<file path="config.mk">
export PLATFORM = sky130hd
export DESIGN_NAME = controle_gamepad
export DESIGN_NICKNAME = d
export VERILOG_FILES = /design/src/rtl/controle_pkg.sv /design/src/rtl/controle_debounce.sv /design/src/rtl/controle_gamepad.sv
export SDC_FILE = /design/constraint.sdc
export NUM_CORES = 1
export LEC_CHECK = 0
export BUFFER_PORTS_ARGS = -buffer_cell sky130_fd_sc_hd__buf_4
export CORE_ASPECT_RATIO = 1.5
export CORE_MARGIN = 4
export CORE_UTILIZATION = 62
export CTS_CLUSTER_SIZE = 28
export DETAILED_ROUTE_END_ITERATION = 10
export PLACE_DENSITY_LB_ADDON = 0.2
export SLEW_MARGIN = 10
export SYNTH_ARGS = -nofsm -noshare
export SYNTH_HDL_FRONTEND = slang
export SYNTH_SLANG_ARGS = --single-unit
export TNS_END_PERCENT = 30
</file>
<file path="constraint.sdc">
create_clock -name Clock50 -period 4.28 [get_ports Clock50]
set_input_delay 0.214 -clock Clock50 [delete_from_list [all_inputs] [get_ports Clock50]]
set_output_delay 0.214 -clock Clock50 [all_outputs]
set_load 0.005 [all_outputs]
</file>
<file path="src/rtl/controle_pkg.sv">
// Shared definitions for the multi-pad Mega Drive gamepad reader:
// button bit positions, scan states, select-phase indices and the
// helper that turns captured samples into the vector fed to debounce.
package controle_pkg;

  // Bit positions inside each 12-bit per-pad button vector
  localparam int BTN_UP    = 0;
  localparam int BTN_DOWN  = 1;
  localparam int BTN_LEFT  = 2;
  localparam int BTN_RIGHT = 3;
  localparam int BTN_B     = 4;
  localparam int BTN_C     = 5;
  localparam int BTN_A     = 6;
  localparam int BTN_START = 7;
  localparam int BTN_Z     = 8;
  localparam int BTN_Y     = 9;
  localparam int BTN_X     = 10;
  localparam int BTN_MODE  = 11;
  localparam int N_BTN     = 12;

  typedef enum logic [1:0] {
    IDLE   = 2'd0,
    SCAN   = 2'd1,
    COMMIT = 2'd2
  } state_t;

  // Select phases that carry information
  localparam logic [2:0] PH_DIR = 3'd0;  // Select high: D-pad, B, C
  localparam logic [2:0] PH_AST = 3'd1;  // Select low: A, Start, presence
  localparam logic [2:0] PH_ID  = 3'd5;  // third low: 6-button signature
  localparam logic [2:0] PH_XYZ = 3'd6;  // following high: X, Y, Z, Mode

  // Vector handed to the debouncer: extended buttons only exist on an
  // identified 6-button pad, and an absent pad reads as nothing pressed.
  function automatic logic [N_BTN-1:0] frame_vector(input logic [N_BTN-1:0] raw,
                                                     input logic present,
                                                     input logic six,
                                                     input logic six_en);
    logic [N_BTN-1:0] v;
    v = raw;
    if (!(six && six_en)) begin
      v[BTN_MODE:BTN_Z] = 4'b0000;
    end else begin
      v[BTN_MODE:BTN_Z] = raw[BTN_MODE:BTN_Z];
    end
    if (!present) begin
      v = 12'h000;
    end else begin
      v = v;
    end
    return v;
  endfunction

endpackage

</file>
<file path="src/rtl/controle_debounce.sv">
// Per-pad frame debouncer: a new button vector must be seen on
// DEBOUNCE_FRAMES consecutive commits before it reaches saidas;
// pressionado pulses for one cycle on each newly set button.
module controle_debounce
  import controle_pkg::*;
#(
  parameter int DEBOUNCE_FRAMES = 2
) (
  input  logic             clk,
  input  logic             reset,
  input  logic             commit,
  input  logic [N_BTN-1:0] raw,
  output logic [N_BTN-1:0] saidas,
  output logic [N_BTN-1:0] pressionado
);

  localparam int CNTW = (DEBOUNCE_FRAMES > 0) ? $clog2(DEBOUNCE_FRAMES + 1) : 1;
  localparam logic [CNTW-1:0] CNT_MAX = CNTW'(DEBOUNCE_FRAMES);

  logic [N_BTN-1:0] cand_r;
  logic [N_BTN-1:0] saidas_r;
  logic [N_BTN-1:0] press_r;
  logic [CNTW-1:0]  cnt_r;
  logic [N_BTN-1:0] cand_nxt_s;
  logic [N_BTN-1:0] saidas_nxt_s;
  logic [CNTW-1:0]  cnt_nxt_s;

  // Candidate tracking and saturating agreement count for this frame
  always_comb begin
    cand_nxt_s   = cand_r;
    cnt_nxt_s    = cnt_r;
    saidas_nxt_s = saidas_r;
    if (raw == cand_r) begin
      cand_nxt_s = cand_r;
      if (cnt_r >= CNT_MAX) begin
        cnt_nxt_s = CNT_MAX;
      end else begin
        cnt_nxt_s = cnt_r + CNTW'(1);
      end
    end else begin
      cand_nxt_s = raw;
      cnt_nxt_s  = CNTW'(1);
    end
    if (cnt_nxt_s == CNT_MAX) begin
      saidas_nxt_s = cand_nxt_s;
    end else begin
      saidas_nxt_s = saidas_r;
    end
  end

  // Update debounce state on commit; press pulse lasts one cycle
  always_ff @(posedge clk) begin
    if (reset) begin
      cand_r   <= 12'h000;
      cnt_r    <= '0;
      saidas_r <= 12'h000;
      press_r  <= 12'h000;
    end else if (commit) begin
      cand_r   <= cand_nxt_s;
      cnt_r    <= cnt_nxt_s;
      saidas_r <= saidas_nxt_s;
      press_r  <= saidas_nxt_s & ~saidas_r;
    end else begin
      press_r  <= 12'h000;
    end
  end

  assign saidas      = saidas_r;
  assign pressionado = press_r;

endmodule

</file>
<file path="src/rtl/controle_gamepad.sv">
// Multi-pad Mega Drive/Genesis gamepad reader. Each v_sync rising edge
// launches one scan of the shared Select line (8 phases for 6-button
// support, 2 otherwise); samples are committed through a per-pad debouncer.
module controle_gamepad
  import controle_pkg::*;
#(
  parameter int N_PADS          = 2,
  parameter int SETTLE_CYCLES   = 500,
  parameter int DEBOUNCE_FRAMES = 2,
  parameter int SIX_BUTTON      = 1
) (
  input  logic                      Clock50,
  input  logic                      Reset,
  input  logic                      v_sync,
  input  logic [6*N_PADS-1:0]       Pinos,
  output logic                      Select,
  output logic [N_BTN*N_PADS-1:0]   Saidas,
  output logic [N_BTN*N_PADS-1:0]   Pressionado,
  output logic [N_PADS-1:0]         Presente,
  output logic [N_PADS-1:0]         SeisBotoes,
  output logic                      Quadro,
  output logic                      Ocupado
);

  localparam int N_PHASES = (SIX_BUTTON != 0) ? 8 : 2;
  localparam int CW       = (SETTLE_CYCLES > 1) ? $clog2(SETTLE_CYCLES) : 1;
  localparam logic [CW-1:0] LAST_CYC = CW'(SETTLE_CYCLES - 1);
  localparam logic [2:0]    LAST_PH  = 3'(N_PHASES - 1);
  localparam logic          SIX_EN   = (SIX_BUTTON != 0) ? 1'b1 : 1'b0;

  state_t        state_r;
  state_t        state_nxt_s;
  logic [CW-1:0] cyc_r;
  logic [2:0]    phase_r;
  logic          select_r;
  logic          ocupado_r;
  logic          quadro_r;
  logic          vs_meta_r;
  logic          vs_sync_r;
  logic          vs_prev_r;
  logic          vs_rise_s;
  logic          phase_end_s;
  logic          scan_start_s;
  logic          sample_s;
  logic          commit_s;

  // Two-flop synchroniser for v_sync plus the edge-detect history flop
  always_ff @(posedge Clock50) begin
    if (Reset) begin
      vs_meta_r <= 1'b0;
      vs_sync_r <= 1'b0;
      vs_prev_r <= 1'b0;
    end else begin
      vs_meta_r <= v_sync;
      vs_sync_r <= vs_meta_r;
      vs_prev_r <= vs_sync_r;
    end
  end

  assign vs_rise_s    = vs_sync_r & ~vs_prev_r;
  assign phase_end_s  = (cyc_r == LAST_CYC);
  assign scan_start_s = (state_r == IDLE) && vs_rise_s;
  assign sample_s     = (state_r == SCAN) && phase_end_s;
  assign commit_s     = (state_r == COMMIT);

  // Next-state logic; edges arriving outside IDLE are simply dropped
  always_comb begin
    state_nxt_s = state_r;
    case (state_r)
      IDLE: begin
        if (vs_rise_s) begin
          state_nxt_s = SCAN;
        end else begin
          state_nxt_s = IDLE;
        end
      end
      SCAN: begin
        if (phase_end_s && (phase_r == LAST_PH)) begin
          state_nxt_s = COMMIT;
        end else begin
          state_nxt_s = SCAN;
        end
      end
      COMMIT:  state_nxt_s = IDLE;
      default: state_nxt_s = IDLE;
    endcase
  end

  // State, phase/cycle counters, registered Select and status strobes
  always_ff @(posedge Clock50) begin
    if (Reset) begin
      state_r   <= IDLE;
      cyc_r     <= '0;
      phase_r   <= 3'd0;
      select_r  <= 1'b1;
      ocupado_r <= 1'b0;
      quadro_r  <= 1'b0;
    end else begin
      state_r   <= state_nxt_s;
      ocupado_r <= (state_nxt_s != IDLE);
      quadro_r  <= commit_s;
      if (state_r == SCAN) begin
        if (phase_end_s) begin
          cyc_r    <= '0;
          phase_r  <= phase_r + 3'd1;
          // next phase is even (Select high) exactly when this one is odd
          select_r <= phase_r[0];
        end else begin
          cyc_r    <= cyc_r + CW'(1);
        end
      end else begin
        cyc_r    <= '0;
        phase_r  <= 3'd0;
        select_r <= 1'b1;
      end
    end
  end

  assign Select  = select_r;
  assign Ocupado = ocupado_r;
  assign Quadro  = quadro_r;

  for (genvar p = 0; p < N_PADS; p++) begin : g_pad
    logic [5:0]       pins_s;     // {P9,P6,P4,P3,P2,P1}, active-low
    logic [N_BTN-1:0] raw_r;
    logic             pres_raw_r;
    logic             six_raw_r;
    logic             present_r;
    logic             six_r;
    logic [N_BTN-1:0] frame_s;
    logic             six_eff_s;

    assign pins_s    = Pinos[6*p +: 6];
    assign frame_s   = frame_vector(raw_r, pres_raw_r, six_raw_r, SIX_EN);
    assign six_eff_s = pres_raw_r & six_raw_r & SIX_EN;

    // Capture inverted pin samples on the last cycle of each phase
    always_ff @(posedge Clock50) begin
      if (Reset) begin
        raw_r      <= 12'h000;
        pres_raw_r <= 1'b0;
        six_raw_r  <= 1'b0;
      end else if (scan_start_s) begin
        raw_r      <= 12'h000;
        pres_raw_r <= 1'b0;
        six_raw_r  <= 1'b0;
      end else if (sample_s) begin
        case (phase_r)
          PH_DIR: begin
            raw_r[BTN_UP]    <= ~pins_s[0];
            raw_r[BTN_DOWN]  <= ~pins_s[1];
            raw_r[BTN_LEFT]  <= ~pins_s[2];
            raw_r[BTN_RIGHT] <= ~pins_s[3];
            raw_r[BTN_B]     <= ~pins_s[4];
            raw_r[BTN_C]     <= ~pins_s[5];
          end
          PH_AST: begin
            raw_r[BTN_A]     <= ~pins_s[4];
            raw_r[BTN_START] <= ~pins_s[5];
            pres_raw_r       <= (pins_s[3:2] == 2'b00);
          end
          PH_ID: begin
            six_raw_r <= (pins_s[3:0] == 4'b0000);
          end
          PH_XYZ: begin
            if (six_raw_r && SIX_EN) begin
              raw_r[BTN_Z]    <= ~pins_s[0];
              raw_r[BTN_Y]    <= ~pins_s[1];
              raw_r[BTN_X]    <= ~pins_s[2];
              raw_r[BTN_MODE] <= ~pins_s[3];
            end
          end
          default: begin
          end
        endcase
      end
    end

    // Presence and pad type follow each frame directly, without debounce
    always_ff @(posedge Clock50) begin
      if (Reset) begin
        present_r <= 1'b0;
        six_r     <= 1'b0;
      end else if (commit_s) begin
        present_r <= pres_raw_r;
        six_r     <= six_eff_s;
      end
    end

    assign Presente[p]   = present_r;
    assign SeisBotoes[p] = six_r;

    controle_debounce #(
      .DEBOUNCE_FRAMES(DEBOUNCE_FRAMES)
    ) u_debounce (
      .clk         (Clock50),
      .reset       (Reset),
      .commit      (commit_s),
      .raw         (frame_s),
      .saidas      (Saidas[N_BTN*p +: N_BTN]),
      .pressionado (Pressionado[N_BTN*p +: N_BTN])
    );
  end

endmodule

</file>
==> results of run 1 <==
[cell type report]
class	count	area, um^2	area share, %
Clock buffer	19	432.9	6.446
Clock inverter	13	187.7	2.794
Inverter	23	86.33	1.285
Multi-Input combinational cell	392	2706	40.29
Sequential cell	128	2562	38.15
Tap cell	110	137.6	2.049
Timing Repair Buffer	78	603.1	8.979
[sequential cells by signal (all words and copies together) (netlist names)]
signal and flops:
vs_prev_r 1, g_pad.u_debounce.cand_r 24, phase_r 3, g_pad.u_debounce.saidas 24
vs_meta_r 1, Quadro 1, g_pad.six_raw_r 2, vs_sync_r 1
g_pad.present_r 2, cyc_r 9, Ocupado 1, g_pad.u_debounce.pressionado 24
state_r 2, g_pad.raw_r 24, g_pad.pres_raw_r 2, g_pad.u_debounce.cnt_r 4
Select 1, g_pad.six_r 2
[report_power, final]
| group | internal, mW | switching, mW | total [mW] | leakage [nW] |
|---|---|---|---|---|
| clock network | 0.975 | 0.535 | 1.51 | 0.294 |
| logic | 0.0234 | 0.0259 | 0.0493 | 1.19 |
| registers | 1.19 | 0.00166 | 1.20 | 1.03 |
| total | 2.19 | 0.563 | 2.76 | 2.52 |
[cell families (layout without fill, tap and decap cells)]
group / count (synthesis) / in the layout / synth area share, %
simple gates: 244 / 244 / 26.03
flops: 128 / 128 / 46.28
compound gates: 84 / 84 / 11.25
buf+inv: 62 / 133 / 4.949
mux: 38 / 38 / 6.960
xor+xnor: 20 / 20 / 3.164
fa+ha+maj: 6 / 6 / 1.356
[per-layer routing]
layer | part of all wire, % | global-route usage [%] | vias up | wire length, um
li1 | - | - | 2192 | -
met5 | 0 | 0 | - | 0
met2 | 56 | 46.89 | 142 | 7021
met4 | 2.8 | 11.98 | 0 | 351
met3 | 5.1 | 7.677 | 28 | 651
met1 | 37 | 23.94 | 2139 | 4623
[worst paths after layout]
check                                         from  slack [ps]  cells after the start                                            end
hold reg to reg                cyc_r[0]$_SDFF_PP0_         440                      1                            cyc_r[0]$_SDFF_PP0_
setup reg to reg  g_pad[1].pres_raw_r$_SDFFE_PP0P_        1010                      5  g_pad[1].u_debounce.pressionado[1]$_SDFF_PP0_
hold / removal                            Pinos[9]          10                      2                 g_pad[1].raw_r[3]$_SDFFE_PP0P_
setup / recovery  g_pad[1].pres_raw_r$_SDFFE_PP0P_        1010                      5  g_pad[1].u_debounce.pressionado[1]$_SDFF_PP0_
[metrics by stage]
step | hold WS (ps) | instance area, um^2
after floorplan | 309.6 | 5537
after global placement | 405.7 | 6026
after detailed placement | 410.3 | 6026
after CTS | 5.968 | 6716
after global routing | 7.064 | 6716
final | 14.00 | 6716
[layout by cell type, fill, tap and decap left out, types with 8 or more instances in the layout]
| master | n |
|---|---|
| o22ai_1 | 12 |
| nor3_1 | 9 |
| clkbuf_16 | 17 |
| xnor2_1 | 11 |
| nand3_1 | 13 |
| nand2b_1 | 52 |
| nand2_1 | 24 |
| nor2b_1 | 8 |
| mux2i_1 | 34 |
| or4_1 | 11 |
| xor2_1 | 9 |
| o221ai_1 | 8 |
| buf_4 | 71 |
| nand4_1 | 10 |
| a211oi_1 | 16 |
| dfxtp_1 | 128 |
| inv_1 | 23 |
| nor4b_1 | 12 |
| nor2_1 | 65 |
| o21ai_0 | 11 |
==> flow_summary_export.csv, run 1 <==
group,metric,value,unit
clock_tree,cts_tree,"built",
clock_tree,clk_latency,420,ps
layout,antenna_cells,0,
setup_path,slowest_delay,1000,ps
drt,drt-total-wl,12.65,mm
sta,skew,6.439,ps
yosys,syn_nets,603,
setup_path,path_cells,"nand2_1, nor4_1, o32ai_1, or4_1, nor4b_1",
yosys,synth_cells,582,
yosys,synth.cell_area,5537,um^2
layout,drive_above_1_share,19.45,%
yosys,synth_top_area_share,46.28,%
yosys,yosys_warnings,0,
global_route,grt_pass1_wl,20.53,mm
setup_path,crit_path_end_kind,"flop",
floorplanning,ios,70,
setup_path,critical_path_required,4580,ps
power,power_density,410.2,nW/um^2
clock_tree,cts_max_path_buffers,2,
sta,layout_min_cycle_time,3269,ps
layout,final_nets,661,
layout,fillers,605,
run_status,status,"finished clean",
clock_tree,htree_num_levels,4,
floorplanning,die_w,85.16,um
floorplanning,core.rowCount,42,
min_path,worst_hold_path_type,"in -> reg",
floorplanning,fp.dieH,123.7,um
layout,syn2layout_area_growth,21.31,%
yosys,ys_async_sr_fraction,0,%
placement,post-place-ws,1176,ps
placement,gp_congestion,0.8998,
layout,fin_cells,763,
yosys,synth.most_common_cell,"dfxtp_1",
placement,place_hpwl,8.529,mm
sta,worst_pin_slew,1127,ps
yosys,synth_area_per_cell,9.513,um^2
sta,timing.final.crit_share,76.37,%
setup_path,cp_top_family,"simple AND/OR/NAND/NOR gates",
floorplanning,die_area,10540,um^2
setup_path,cp_num_buf_inv,0,
sta,fmax,305.9,MHz
global_route,antenna_found_initial,0,
sta,maxSlewHeadroom,24.88,%
drt,first_pass_iters,4,
yosys,synth_top_cell_by_area,"dfxtp_1",
layout,finish.utilization,76.53,%
drt,via_count,4501,
drt,wire_per_inst,16.58,um
sta,setup_viol,0,
yosys,synth_commonest_cells,"dfxtp_1, nor2_1, nand2b_1",
clock_tree,cts_hold_buf,7,
yosys,yosysUniqueCellTypes,55,
sta,finalMaxSlewViolations,0,
sta,hold_viol_final,0,
drt,postRouteAntennaNets,0,
setup_path,start_kind,"flop",
global_route,grt_use_total,24.75,%
sta,totalNegativeSetupSlack,0,ps
sta,rsz0062_at_grt,"no",
clock_tree,clkSinkCount,128,
setup_path,critPathMaxFanout,26,
setup_path,crit_type,"reg -> reg",
clock_tree,cts-root-buf,"clkbuf_16",
global_route,grt_start_max_net_pins,82,
yosys,yosys_register_bits,128,
floorplanning,coreArea,8776,um^2
floorplanning,start_util,63.09,%
setup_path,critPathArrivalTime,3560,ps
yosys,ys_seq_area_share,46.28,%
clock_tree,numCtsBuffers,17,
global_route,grt_pass1_vias,4428,
yosys,synthFlopType,"dfxtp_1",
global_route,overflow,0,
drt,detail_route.drc_violations,0,
power,leakagePower,2.516,nW
power,p_total,2.755,mW
yosys,synth_edf_count,0,
clock_tree,clk_pin_slew,60,ps
setup_path,cpMaxStageDelayCell,"or4_1",
clock_tree,post-cts-setup-buffers,0,
placement,port_buffers,69,
placement,dp_cells,724,
power,peakVddDrop,0.3646,mV
sta,layout_setup_ws,1011,ps
drt,drt-initial-drc-count,201,
clock_tree,cts-resized-gates,0,
yosys,synth_area_leaders,"dfxtp_1, mux2i_1, nand2b_1",
drt,routed_via_density,5.899,
job,cap_violations,0,
Power figures use the tool's default switching activity.
==> run 2: changes to the inputs <==
CORE_UTILIZATION = 52   (was 62)
clock period = 2.7 ns   (was 4.28 ns; I/O delays follow)
==> run 2 against run 1 <==
  * Combinational power grew 78%
  * Total power grew 51%
  * Non-clock buffer count rose by 20
  * Largest cell class unchanged
  * Highest routed layer unchanged
==> flow_summary_export.csv, run 2 (synthesis gave the netlist of run 1 again) <==
group,metric,value,unit
placement,port_buffers,69,
placement,gp_congestion,0.8657,
clock_tree,clk_latency,410,ps
layout,design_area,6864,um^2
sta,worst_pin_slew,887.3,ps
global_route,grt_use_total,20.95,%
setup_path,r2r_cells,6,
placement,place_hpwl,9.018,mm
setup_path,critical_path_required,3000,ps
job,cap_violations,0,
min_path,worst_hold_path_type,"in -> reg",
power,power_density,604.8,nW/um^2
global_route,overflow,0,
placement,post-place-ws,265.7,ps
sta,maxSlewHeadroom,40.85,%
sta,rsz0062_at_grt,"no",
clock_tree,cts_max_path_buffers,2,
sta,fmax,412.0,MHz
clock_tree,htree_num_levels,4,
clock_tree,clk_pin_slew,50,ps
clock_tree,cts-root-buf,"clkbuf_16",
drt,first_pass_iters,9,
clock_tree,cts-resized-gates,0,
floorplanning,coreArea,10250,um^2
setup_path,critPathArrivalTime,2730,ps
power,leakagePower,2.584,nW
setup_path,crit_path_end_kind,"flop",
sta,timing.final.crit_share,89.91,%
drt,drt-total-wl,12.57,mm
sta,layout_min_cycle_time,2427,ps
layout,antenna_cells,0,
layout,fin_cells,813,
layout,syn2layout_area_growth,23.98,%
layout,layout_common_cells,"dfxtp_1, buf_4, nor2_1",
sta,layout_setup_ws,272.5,ps
layout,seqCellArea,2562,um^2
floorplanning,fp.dieH,134.4,um
layout,mostFrequentLayoutCell,"dfxtp_1",
global_route,antenna_found_initial,0,
global_route,grt_pass1_wl,20.94,mm
drt,detail_route.drc_violations,0,
floorplanning,die_area,12400,um^2
min_path,whs_path_depth,2,
floorplanning,start_util,54.03,%
global_route,top_usage_layer,"met2",
clock_tree,numCtsBuffers,17,
floorplanning,ios,70,
power,peakVddDrop,0.4853,mV
drt,postRouteAntennaNets,0,
global_route,grt_use_met3,4.826,%
floorplanning,core.rowCount,45,
setup_path,crit_type,"reg -> reg",
layout,drive_above_1_share,20.68,%
clock_tree,cts_tree,"built",
layout,multi_input_area,2706,um^2
drt,via_count,4511,
setup_path,ff2ff_setup_slack,270,ps
layout,fillers,837,
layout,final_nets,681,
drt,drt-initial-drc-count,217,
sta,totalNegativeSetupSlack,0,ps
floorplanning,die_w,92.25,um
sta,setup_viol,0,
sta,skew,8.787,ps
global_route,use_met2,39.11,%
setup_path,critPathMaxFanout,26,
drt,routed_via_density,5.549,
placement,dp_cells,769,
run_status,status,"finished clean",
global_route,met1_usage,21.99,%
sta,hold_viol_final,0,
drt,wire_per_inst,15.46,um
setup_path,start_kind,"flop",
placement,post_dp_cell_area,6170,um^2
global_route,grt_pass1_vias,4509,
global_route,grt_start_max_net_pins,50,
clock_tree,clkSinkCount,128,
sta,finalMaxSlewViolations,0,
## run 2: final timing paths
| path | startpoint | endpoint |
|---|---|---|
| min | Reset | g_pad[1].present_r$_SDFFE_PP0P_ |
| max reg2reg | g_pad[1].pres_raw_r$_SDFFE_PP0P_ | g_pad[1].u_debounce.pressionado[8]$_SDFF_PP0_ |
| max | g_pad[1].pres_raw_r$_SDFFE_PP0P_ | g_pad[1].u_debounce.pressionado[8]$_SDFF_PP0_ |
| min reg2reg | cyc_r[0]$_SDFF_PP0_ | cyc_r[0]$_SDFF_PP0_ |
## run 2: routing by layer
layer | share of wire, % | vias to the layer above
li1 | - | 2221
met1 | 39 | 2150
met2 | 55 | 110
met3 | 4.1 | 30
met4 | 2.3 | 0
met5 | 0 | -
## run 2: where the power goes
part	leakage [nW]	internal, mW	total (mW)	switching [mW]
Sequential	1.03	1.89	1.90	0.00224
Clock	0.265	1.37	2.17	0.796
Combinational	1.29	0.0435	0.0880	0.0445
## run 2: worst max-delay path, stage by stage, from the launching register on
cell and delay [ps]:
dfxtp_1 510, nand2_1 210, nor4_1 390, o32ai_1 170
or4_1 480, buf_4 250, nor4b_1 300
## run 2: area by class of cell
type | instances | share of cell area, %
well taps | 141 | 2.570
multi-input cells | 392 | 39.43
repair buffers | 98 | 11.19
flip-flops and latches | 128 | 37.33
inverters | 23 | 1.258
clock inverters | 10 | 1.659
clock buffers | 21 | 6.562
## run 2: per-stage QoR
| stage | util (%) | hold WS, ps | power, mW |
|---|---|---|---|
| floorplan | - | 230.6 | 1.976 |
| global placement | 60.21 | 327.3 | 2.009 |
| detailed placement | 60.21 | 332.6 | 2.009 |
| CTS | 66.98 | 114.8 | 4.187 |
| global route | 66.98 | 153.7 | 4.289 |
| finish | 66.98 | 132.3 | 4.152 |
## run 2: timing repair
action	in CTS	in global routing
setup endpoints to repair	0	0
setup buffers	0	0
hold endpoints to repair	17	0
hold buffers	13	0
